**config.mk**
```make
export PLATFORM = sky130hd
export DESIGN_NAME = data_ram_arbiter
export DESIGN_NICKNAME = d
export VERILOG_FILES = /design/src/rtl/data_ram_arbiter.sv
export SDC_FILE = /design/constraint.sdc
export NUM_CORES = 1
export LEC_CHECK = 0
export CAP_MARGIN = 40
export CORE_MARGIN = 8
export CORE_UTILIZATION = 55
export DETAILED_ROUTE_END_ITERATION = 10
export DONT_BUFFER_PORTS = 1
export GPL_TIMING_DRIVEN = 0
export PLACE_DENSITY = 0.7
export SETUP_SLACK_MARGIN = 0.15
export SKIP_LAST_GASP = 1
export SLEW_MARGIN = 20
export SYNTH_ARGS = -nofsm -noshare
export SYNTH_HDL_FRONTEND = slang
export SYNTH_SLANG_ARGS = --single-unit
```
**constraint.sdc**
```tcl
create_clock -name clk -period 1.8 [get_ports clk]
set_input_delay 0.18 -clock clk [delete_from_list [all_inputs] [get_ports clk]]
set_output_delay 0.18 -clock clk [all_outputs]
set_load 0.01 [all_outputs]
```
**src/rtl/data_ram_arbiter.sv**
```systemverilog
// Two-master arbiter for the single data_ram port: master 0 (core) has priority, master 1
// (debug/DMA loader) gets a starvation guard and a lock for uninterrupted bursts.
module data_ram_arbiter #(
  parameter int unsigned ADDR_W   = 12,
  parameter int unsigned MAX_WAIT = 4
) (
  input  logic              clk,
  input  logic              rst,

  input  logic              m0_req,
  input  logic              m0_we,
  input  logic [3:0]        m0_sel,
  input  logic [ADDR_W-1:0] m0_addr,
  input  logic [31:0]       m0_wdata,
  output logic              m0_gnt,
  output logic              m0_rvalid,
  output logic [31:0]       m0_rdata,

  input  logic              m1_req,
  input  logic              m1_we,
  input  logic [3:0]        m1_sel,
  input  logic [ADDR_W-1:0] m1_addr,
  input  logic [31:0]       m1_wdata,
  input  logic              m1_lock,
  output logic              m1_gnt,
  output logic              m1_rvalid,
  output logic [31:0]       m1_rdata,

  output logic              ram_we_o,
  output logic [3:0]        ram_sel_o,
  output logic [ADDR_W-1:0] ram_addr_o,
  output logic [31:0]       ram_data_o,
  input  logic [31:0]       ram_data_i
);

  localparam logic [3:0] MaxWait = 4'(MAX_WAIT);

  typedef enum logic [0:0] {StArb, StLock1} state_e;

  state_e      state_q, state_d;
  logic [3:0]  wait_cnt_q, wait_cnt_d;
  logic        starve;

  logic        m0_rvalid_q, m1_rvalid_q;
  logic [31:0] m0_rdata_q, m1_rdata_q;

  assign starve = (wait_cnt_q == MaxWait);

  // Grants and next state
  always_comb begin
    m0_gnt  = 1'b0;
    m1_gnt  = 1'b0;
    state_d = state_q;

    if (!rst) begin
      unique case (state_q)
        StArb: begin
          m1_gnt = m1_req & (~m0_req | starve);
          m0_gnt = m0_req & ~m1_gnt;
          if (m1_gnt && m1_lock) begin
            state_d = StLock1;
          end
        end
        StLock1: begin
          // m0 stays blocked even if m1 drops its request while holding the lock.
          m1_gnt = m1_req;
          if (!m1_lock) begin
            state_d = StArb;
          end
        end
        default: state_d = StArb;
      endcase
    end
  end

  // Starvation counter: consecutive cycles m1 was requesting but denied
  always_comb begin
    wait_cnt_d = wait_cnt_q;
    if (state_q == StLock1 || !m1_req || m1_gnt) begin
      wait_cnt_d = 4'd0;
    end else if (wait_cnt_q < MaxWait) begin
      wait_cnt_d = wait_cnt_q + 4'd1;
    end
  end

  // RAM port mux; idle port drives all zeros
  always_comb begin
    ram_we_o   = 1'b0;
    ram_sel_o  = 4'h0;
    ram_addr_o = '0;
    ram_data_o = 32'h0;
    if (m1_gnt) begin
      ram_we_o   = m1_we;
      ram_sel_o  = m1_sel;
      ram_addr_o = m1_addr;
      ram_data_o = m1_wdata;
    end else if (m0_gnt) begin
      ram_we_o   = m0_we;
      ram_sel_o  = m0_sel;
      ram_addr_o = m0_addr;
      ram_data_o = m0_wdata;
    end
  end

  always_ff @(posedge clk) begin
    if (rst) begin
      state_q     <= StArb;
      wait_cnt_q  <= 4'd0;
      m0_rvalid_q <= 1'b0;
      m1_rvalid_q <= 1'b0;
      m0_rdata_q  <= 32'h0;
      m1_rdata_q  <= 32'h0;
    end else begin
      state_q     <= state_d;
      wait_cnt_q  <= wait_cnt_d;
      m0_rvalid_q <= m0_gnt & ~m0_we;
      m1_rvalid_q <= m1_gnt & ~m1_we;
      if (m0_gnt && !m0_we) begin
        m0_rdata_q <= ram_data_i;
      end
      if (m1_gnt && !m1_we) begin
        m1_rdata_q <= ram_data_i;
      end
    end
  end

  // A read granted just before reset must not surface while reset is asserted.
  assign m0_rvalid = m0_rvalid_q & ~rst;
  assign m1_rvalid = m1_rvalid_q & ~rst;
  assign m0_rdata  = m0_rdata_q;
  assign m1_rdata  = m1_rdata_q;

endmodule

```
# Yosys cells after proc, flatten, opt, wreduce, memory -nomap -nowiden
# Index checks and enable logic that the tools add are counted.
[word_totals]
register_bits = 71
input_bits = 135
output_inout_bits = 117
word_cells = 46
[classes]
order_cmp = 1
n_mux = 15
n_eq_ne = 1
n_bitwise = 13
n_reduce_logical = 9
n_addsub = 1
[op_table]
columns = ["operator", "n"]
rows = [
  ["32-bit 2-to-1 mux", 2],
  ["12-bit 2-to-1 mux", 2],
  ["4-bit 2-to-1 mux", 2],
  ["1-bit 2-to-1 mux", 7],
  ["1-bit bitwise AND", 6],
  ["1-bit inverter", 6],
  ["4-bit by 1-bit adder with 4-bit output (second input constant)", 1],
  ["4-bit by 3-bit equality test with 1-bit output (second input constant)", 1],
  ["4-bit by 3-bit less-than comparator with 1-bit output (second input constant)", 1],
  ["1-bit case mux with 2 select lines", 2],
  ["1-bit logical AND", 3],
  ["1-bit logical NOT", 3],
  ["1-bit logical OR", 2],
  ["2-bit OR reduction", 1],
  ["1-bit OR", 1],
]

# Logic depth before layout (Yosys ltp)
# Gate-level depths: netlist of run 1.
[depth]
depth_word = 9
mapped_depth = 7
depth_no_buf = 5

# Worst setup path before layout of run 1
# Ideal clock, no wire load.
[synth_timing]
path_kind = "register to output"
start = "reg wait_cnt_q[0]"
end = "out ram_addr_o[4]"
arrival_ns = 1.362
stages_incl_launch_ff = 8
slack_ns = 0.258
cell_sequence = "dfxtp_1 > inv_1 > ha_1 > nand4b_1 > buf_2 > buf_2 > nand3_1 > a21oi_1"
[synth_via]
elab_chain_cells = 9
[synth_lines]
columns = ["element", "line_no", "text"]
rows = [
  ["from (decl)", "41", "logic [3:0] wait_cnt_q, wait_cnt_d;"],
  ["from (signal assigned)", "115", "wait_cnt_q <= wait_cnt_d;"],
  ["4-bit by 3-bit equality test with 1-bit output (*)", "47", "assign starve = (wait_cnt_q == MaxWait);"],
  ["1-bit OR (*)", "58", "m1_gnt = m1_req & (~m0_req | starve);"],
  ["1-bit bitwise AND (*)", "58", ""],
  ["1-bit inverter", "59", "m0_gnt = m0_req & ~m1_gnt;"],
  ["1-bit bitwise AND", "59", ""],
  ["1-bit 2-to-1 mux", "56", "unique case (state_q)"],
  ["1-bit 2-to-1 mux", "55", "if (!rst) begin"],
  ["12-bit 2-to-1 mux", "97", "end else if (m0_gnt) begin"],
  ["12-bit 2-to-1 mux (*)", "92", "if (m1_gnt) begin"],
  ["to (decl)", "31", "output logic [ADDR_W-1:0] ram_addr_o,"],
]
# Mark *: on every way between the ends. The rest lies on a longest branch, timed or not.

# Worst setup path after layout of run 1
[layout_timing]
start = "reg wait_cnt_q[1]"
end = "out ram_data_o[29]"
[layout_via]
elab_chain_cells = 9
[layout_lines]
columns = ["element", "line_no", "text"]
rows = [
  ["4-bit by 3-bit equality test with 1-bit output (*)", "47", ""],
  ["1-bit OR (*)", "58", ""],
  ["1-bit bitwise AND (*)", "58", ""],
  ["1-bit inverter", "59", ""],
  ["1-bit bitwise AND", "59", ""],
  ["1-bit 2-to-1 mux", "56", ""],
  ["1-bit 2-to-1 mux", "55", ""],
  ["32-bit 2-to-1 mux", "97", ""],
  ["32-bit 2-to-1 mux (*)", "92", ""],
  ["to (decl)", "32", "output logic [31:0] ram_data_o,"],
]
# Marked as above.

==> results of run 1 <==
stage by stage:
step | cells | hold slack, ns | setup WS (ns) | power, mW | TNS, ns
after floorplan | 508 | 0.257 | 0.258 | 2.12 | 0
after global placement | 607 | 0.260 | -0.123 | 2.23 | -0.982
after detailed placement | 607 | 0.263 | -0.160 | 2.24 | -1.75
after CTS | 663 | 0.00598 | -0.180 | 3.47 | -5.32
after global routing | 664 | 0.000818 | -0.251 | 3.61 | -9.86
final | 665 | 0.0193 | -0.192 | 3.47 | -4.97
power breakdown:
part	internal [mW]	switching [mW]
sequential	1.64	0.0772
combinational	0.259	0.391
clock	0.524	0.585
total	2.42	1.05
how the worst min path moves through the flow:
stage | endpoint | start | cells after the start | slack [ns]
global route | state_q | m1_lock | 1 | 0.0008
finish | state_q | m1_lock | 1 | 0.02
global placement | m0_rvalid_q | m0_we | 1 | 0.26
CTS | state_q | m1_lock | 1 | 0.006
detailed placement | m0_rvalid_q | m0_we | 1 | 0.26
floorplan | m0_rvalid_q | m0_we | 1 | 0.26
layout make-up:
class	count	area (sq um)	share of cell area, %
inverters	3	11.3	0.224
multi-input cells	372	2530	50.5
plain buffers	62	360	7.18
repair buffers	42	399	7.96
flip-flops and latches	71	1420	28.4
diodes	1	2.50	0.0499
clock inverters	4	22.5	0.449
well taps	99	124	2.47
clock buffers	11	141	2.82
routing by layer:
layer  GRT usage (%)  wire length, microns  vias to the layer above
met3            9.55                  1560                       40
met1            29.6                  5630                     2000
met2            51.6                  7800                      225
met4            13.9                   560                        0
met5               0                     0                        -
li1                -                     -                     1932
what timing repair did:
action / in CTS / in global routing
buffers inserted: 7 / 1
setup endpoints to repair: 51 / 68
resized for setup: 91 / 8
gates cloned: 1 / 0
pin swaps: 13 / 7
endpoints found under the hold margin: 65 / 0
hold buffers: 33 / 0
cell families (layout without fill, tap and decap cells):
logic type | Yosys count | in the layout
AND/OR/NAND/NOR | 171 | 171
AO/OA/AOI/OAI | 166 | 166
flip-flops | 71 | 71
buffers and inverters | 65 | 122
multiplexers | 32 | 32
adder cells (fa/ha/maj) | 2 | 2
XOR/XNOR | 1 | 1
other | 0 | 1
sequential cells by signal, summed over array words and instances, names as in the netlist:
register     cells
m0_rdata        32
m0_rvalid_q      1
m1_rdata        32
m1_rvalid_q      1
state_q          1
wait_cnt_q       4
synthesized netlist by cell type (5+ instances only):
| cell | instances | area share [%] |
|---|---|---|
| a21oi_1 | 83 | 10 |
| buf_2 | 28 | 3.5 |
| clkbuf_1 | 28 | 2.6 |
| dfxtp_1 | 71 | 35 |
| mux2i_1 | 32 | 8.0 |
| nand2b_1 | 66 | 10 |
| nand3_1 | 82 | 10 |
| nor2_1 | 6 | 0.56 |
| nor2b_1 | 5 | 0.78 |
| o211ai_1 | 49 | 9.2 |
| o21ai_1 | 32 | 4.0 |
worst max-delay path: cells and delay by family (launching register included):
| family | cells | cell delay (ns) |
|---|---|---|
| simple gates | 1 | 0.18 |
| compound gates | 2 | 0.50 |
| flops | 1 | 0.33 |
| buf+inv | 3 | 0.30 |
| fa+ha+maj | 1 | 0.16 |
==> metrics.cfg, run 1 <==
[status]
status = finished, violations left
violations = negative setup slack

[critical_path]
reg2reg_from = state_q
cp_max_fo = 6
critPathLaunch = wait_cnt_q[1]
cp.arrival_ns = 1.81
startpoint_type = flop
worst-setup-path-type = flop to primary output
cp_slowest_cell = dfxtp_2
crit_path_max_incr_delay_ns = 0.33
endpoint = ram_data_o[29]
critPathCaptureType = primary output
required_ns = 1.62
reg2reg_to = m0_rdata[22]
path_cells = inv_2 -> ha_4 -> and3b_1 -> buf_6 -> buf_6 -> o211ai_1 -> a21oi_2
crit_path_frequent_cell = buf_6
ff2ff_setup_slack_ns = 0.24
ff2ff_path_depth = 4

[floorplanning]
row_count = 31
die_area_sq_mm = 0.0103
start_util_pct = 56.0
die_w_microns = 101
io_pins = 252
die_h_microns = 101
coreArea_sq_mm = 0.00718

[finish]
drive_above_1_share_pct = 22.7
fin_util_pct = 69.9
nNetsFinal = 698
nFillCells = 592
syn2layout_area_growth_pct = 24.8
final_common_cell = nand3_1
final_cell_mix = nand3_1, dfxtp_1, nand2b_1
final_area_sq_mm = 0.00502

[timing]
finClkSkew_ns = 0.00835
layout_min_cycle_time_ns = 1.99
max_freq_ghz = 0.502
max-slew-margin-rel_pct = 54.5
final_max_slew_viol_count = 0
post-route-period-util_pct = 111
timing.final.ws_setup_ns = -0.192
finalSetupViolCount = 49
rsz0062_at_grt = yes
hold_viol_final = 0
worst_pin_slew_ns = 0.682

[yosys]
ys_types = 30
synth-simple-area-share_pct = 24.2
synth_xor_area_share_pct = 0.218
synth_compound_area_share_pct = 24.0
postSynthCellCount = 508
synth-adder-area-share_pct = 0.623
syn_avg_cell_area_sq_um = 7.91
ys_ff_latch = 71
synth_edf_count = 0
netlist_area_sq_mm = 0.00402
ys_seq_area_share_pct = 35.4
synth_top_flop_cell = dfxtp_1
synthMuxAreaShare_pct = 7.97
synth.net_count = 645
synth_top_family_by_area = simple AND/OR/NAND/NOR gates
yosysWarnings = 0
async_reset_ff_share_pct = 0

[power_and_ir_drop]
p_leak_nw = 1.68
ir_drop_mv = 0.316
p_per_area_mw_per_mm2 = 692

[routing]
via_count = 4197
drt_first_pass_iters = 4
drt_iter0_drc = 257
avgRoutedWirePerCell_microns = 23.4
antenna_left = 0
drcViolationCount = 0
viasPerCell = 6.31
wl_microns = 15600

[flow_run]
drv_cap = 0

[grt]
grt_pass1_vias = 4284
antenna_found_initial = 0
grt_pass1_wl_microns = 23200
track_usage_pct = 28.9
grt_max_degree = 12
grt_overflow_total = 0

[placement]
dpl-instance-area_sq_mm = 0.00414
io_buffers = 0
dp_hpwl_microns = 11300
globalplace.congestion = 0.870

[hold_path]
min_path_type = input pin to flop

[cts]
numClockSinks = 71
cts-root-buf = clkbuf_8
cts_tree = done
cts_made_buffers = 9
htreeDepth = 3
cts_buffer_depth = 2
path_clk_slew_ns = 0.07
clock_latency_ns = 0.34

Power figures use the tool's default switching activity.
==> run 2, diff against run 1 <==
- BUFFER_PORTS_ARGS: default -> -buffer_cell sky130_fd_sc_hd__buf_4
- CORE_UTILIZATION: 55 -> 43
- DONT_BUFFER_PORTS: 1 -> default
- PLACE_DENSITY: 0.7 -> 0.81
==> metrics.cfg, run 2 (synthesis results as in run 1) <==
[timing]
finClkSkew_ns = 0.0118
final_max_slew_viol_count = 0
holdWs_ns = 0.0444
hold_viol_final = 0
post-route-period-util_pct = 110
max-slew-margin-rel_pct = 63.3
layout_min_cycle_time_ns = 1.98
finalSetupTns_ns = -6.38
timing.final.ws_setup_ns = -0.178
finalSetupViolCount = 50
rsz0062_at_grt = yes
worst_pin_slew_ns = 0.550
max_freq_ghz = 0.506

[finish]
final_common_cell = buf_4
syn2layout_area_growth_pct = 64.3
nNetsFinal = 920
final_cell_mix = buf_4, nand3_1, a21oi_1
drive_above_1_share_pct = 42.4
fin_util_pct = 72.1
n_antenna_cell = 0

[grt]
grt_pass1_wl_microns = 25700
antenna_found_initial = 0
grt_pass1_vias = 5140
grt_max_degree = 14
grt_overflow_total = 0
track_usage_pct = 24.6

[floorplanning]
die_area_sq_mm = 0.0127
coreArea_sq_mm = 0.00915
die_w_microns = 113
die_h_microns = 113
start_util_pct = 43.9
row_count = 35
io_pins = 252

[cts]
cts_tree = done
cts_hold_buf = 0
cts_made_buffers = 9
numClockSinks = 71
cts_buffer_depth = 2
path_clk_slew_ns = 0.08
htreeDepth = 3
cts-root-buf = clkbuf_8
clock_latency_ns = 0.34

[power_and_ir_drop]
p_per_area_mw_per_mm2 = 622
ir_drop_mv = 0.404
p_leak_nw = 2.87

[status]
status = finished, violations left
violations = negative setup slack

[routing]
wl_microns = 16800
viasPerCell = 5.49
avgRoutedWirePerCell_microns = 18.6
drt_first_pass_iters = 5
via_count = 4932
drt_iter0_drc = 264
antenna_left = 0
drcViolationCount = 0

[placement]
globalplace.congestion = 0.792
dp_hpwl_microns = 13000
io_buffers = 249

[critical_path]
required_ns = 1.62
worst-setup-path-type = flop to primary output
startpoint_type = flop
critPathCaptureType = primary output
cp_max_fo = 6
cp.arrival_ns = 1.80

[hold_path]
min_path_type = input pin to flop

[flow_run]
drv_cap = 0

## run 2: metal layers
layer  GRT usage (%)  part of all wire, %
met1            24.1                   35
met2            44.7                   51
met3            9.88                  9.5
met4            10.9                  3.7
met5               0                    0
## run 2: path summary, 6_finish.rpt
| path | from | end | slack, ns | depth (start not counted) |
|---|---|---|---|---|
| worst min-delay path | m0_we | m0_rvalid_q | 0.04 | 2 |
| worst max-delay path | wait_cnt_q[0] | ram_data_o[3] | -0.18 | 8 |
| worst max register to register | wait_cnt_q[1] | m1_rdata[11] | 0.05 | 9 |
| worst min register to register | m1_rdata[29] | m1_rdata[29] | 0.48 | 2 |
## run 2: timing repair
action / in CTS / in global routing
cloned: 1 / 3
pin swaps: 72 / 22
setup endpoints to repair: 52 / 77
gates resized for setup: 42 / 28
buffers inserted: 7 / 4
## run 2: power by group
part	switching [mW]	internal, mW
clock	0.636	0.791
sequential	0.0391	1.63
combinational	0.464	0.544
## run 2: metrics by stage
step / setup WS, ns / power [mW] / instance area, sq um / instances
after floorplan: 0.258 / 2.12 / 4020 / 508
after global placement: -0.0806 / 2.63 / 6030 / 868
after detailed placement: -0.124 / 2.66 / 6030 / 868
after CTS: -0.185 / 4.08 / 6420 / 892
after global routing: -0.245 / 4.26 / 6600 / 899
final: -0.178 / 4.11 / 6600 / 899
## run 2: layout make-up
type / instances / area (sq um)
plain buffers: 62 / 427
clock buffers: 10 / 128
inverters: 3 / 11.3
well taps: 111 / 139
clock inverters: 6 / 95.1
multi-input cells: 372 / 2340
fillers: 755 / 2550
flip-flops and latches: 71 / 1430
repair buffers: 264 / 2040
## run 2: worst max-delay path: stages (launching register included)
cell and delay [ns]:
dfxtp_2 0.34, inv_2 0.04, ha_4 0.15, and3b_1 0.18
buf_6 0.14, buf_6 0.12, o211ai_1 0.20, a21oi_1 0.10
buf_4 0.18
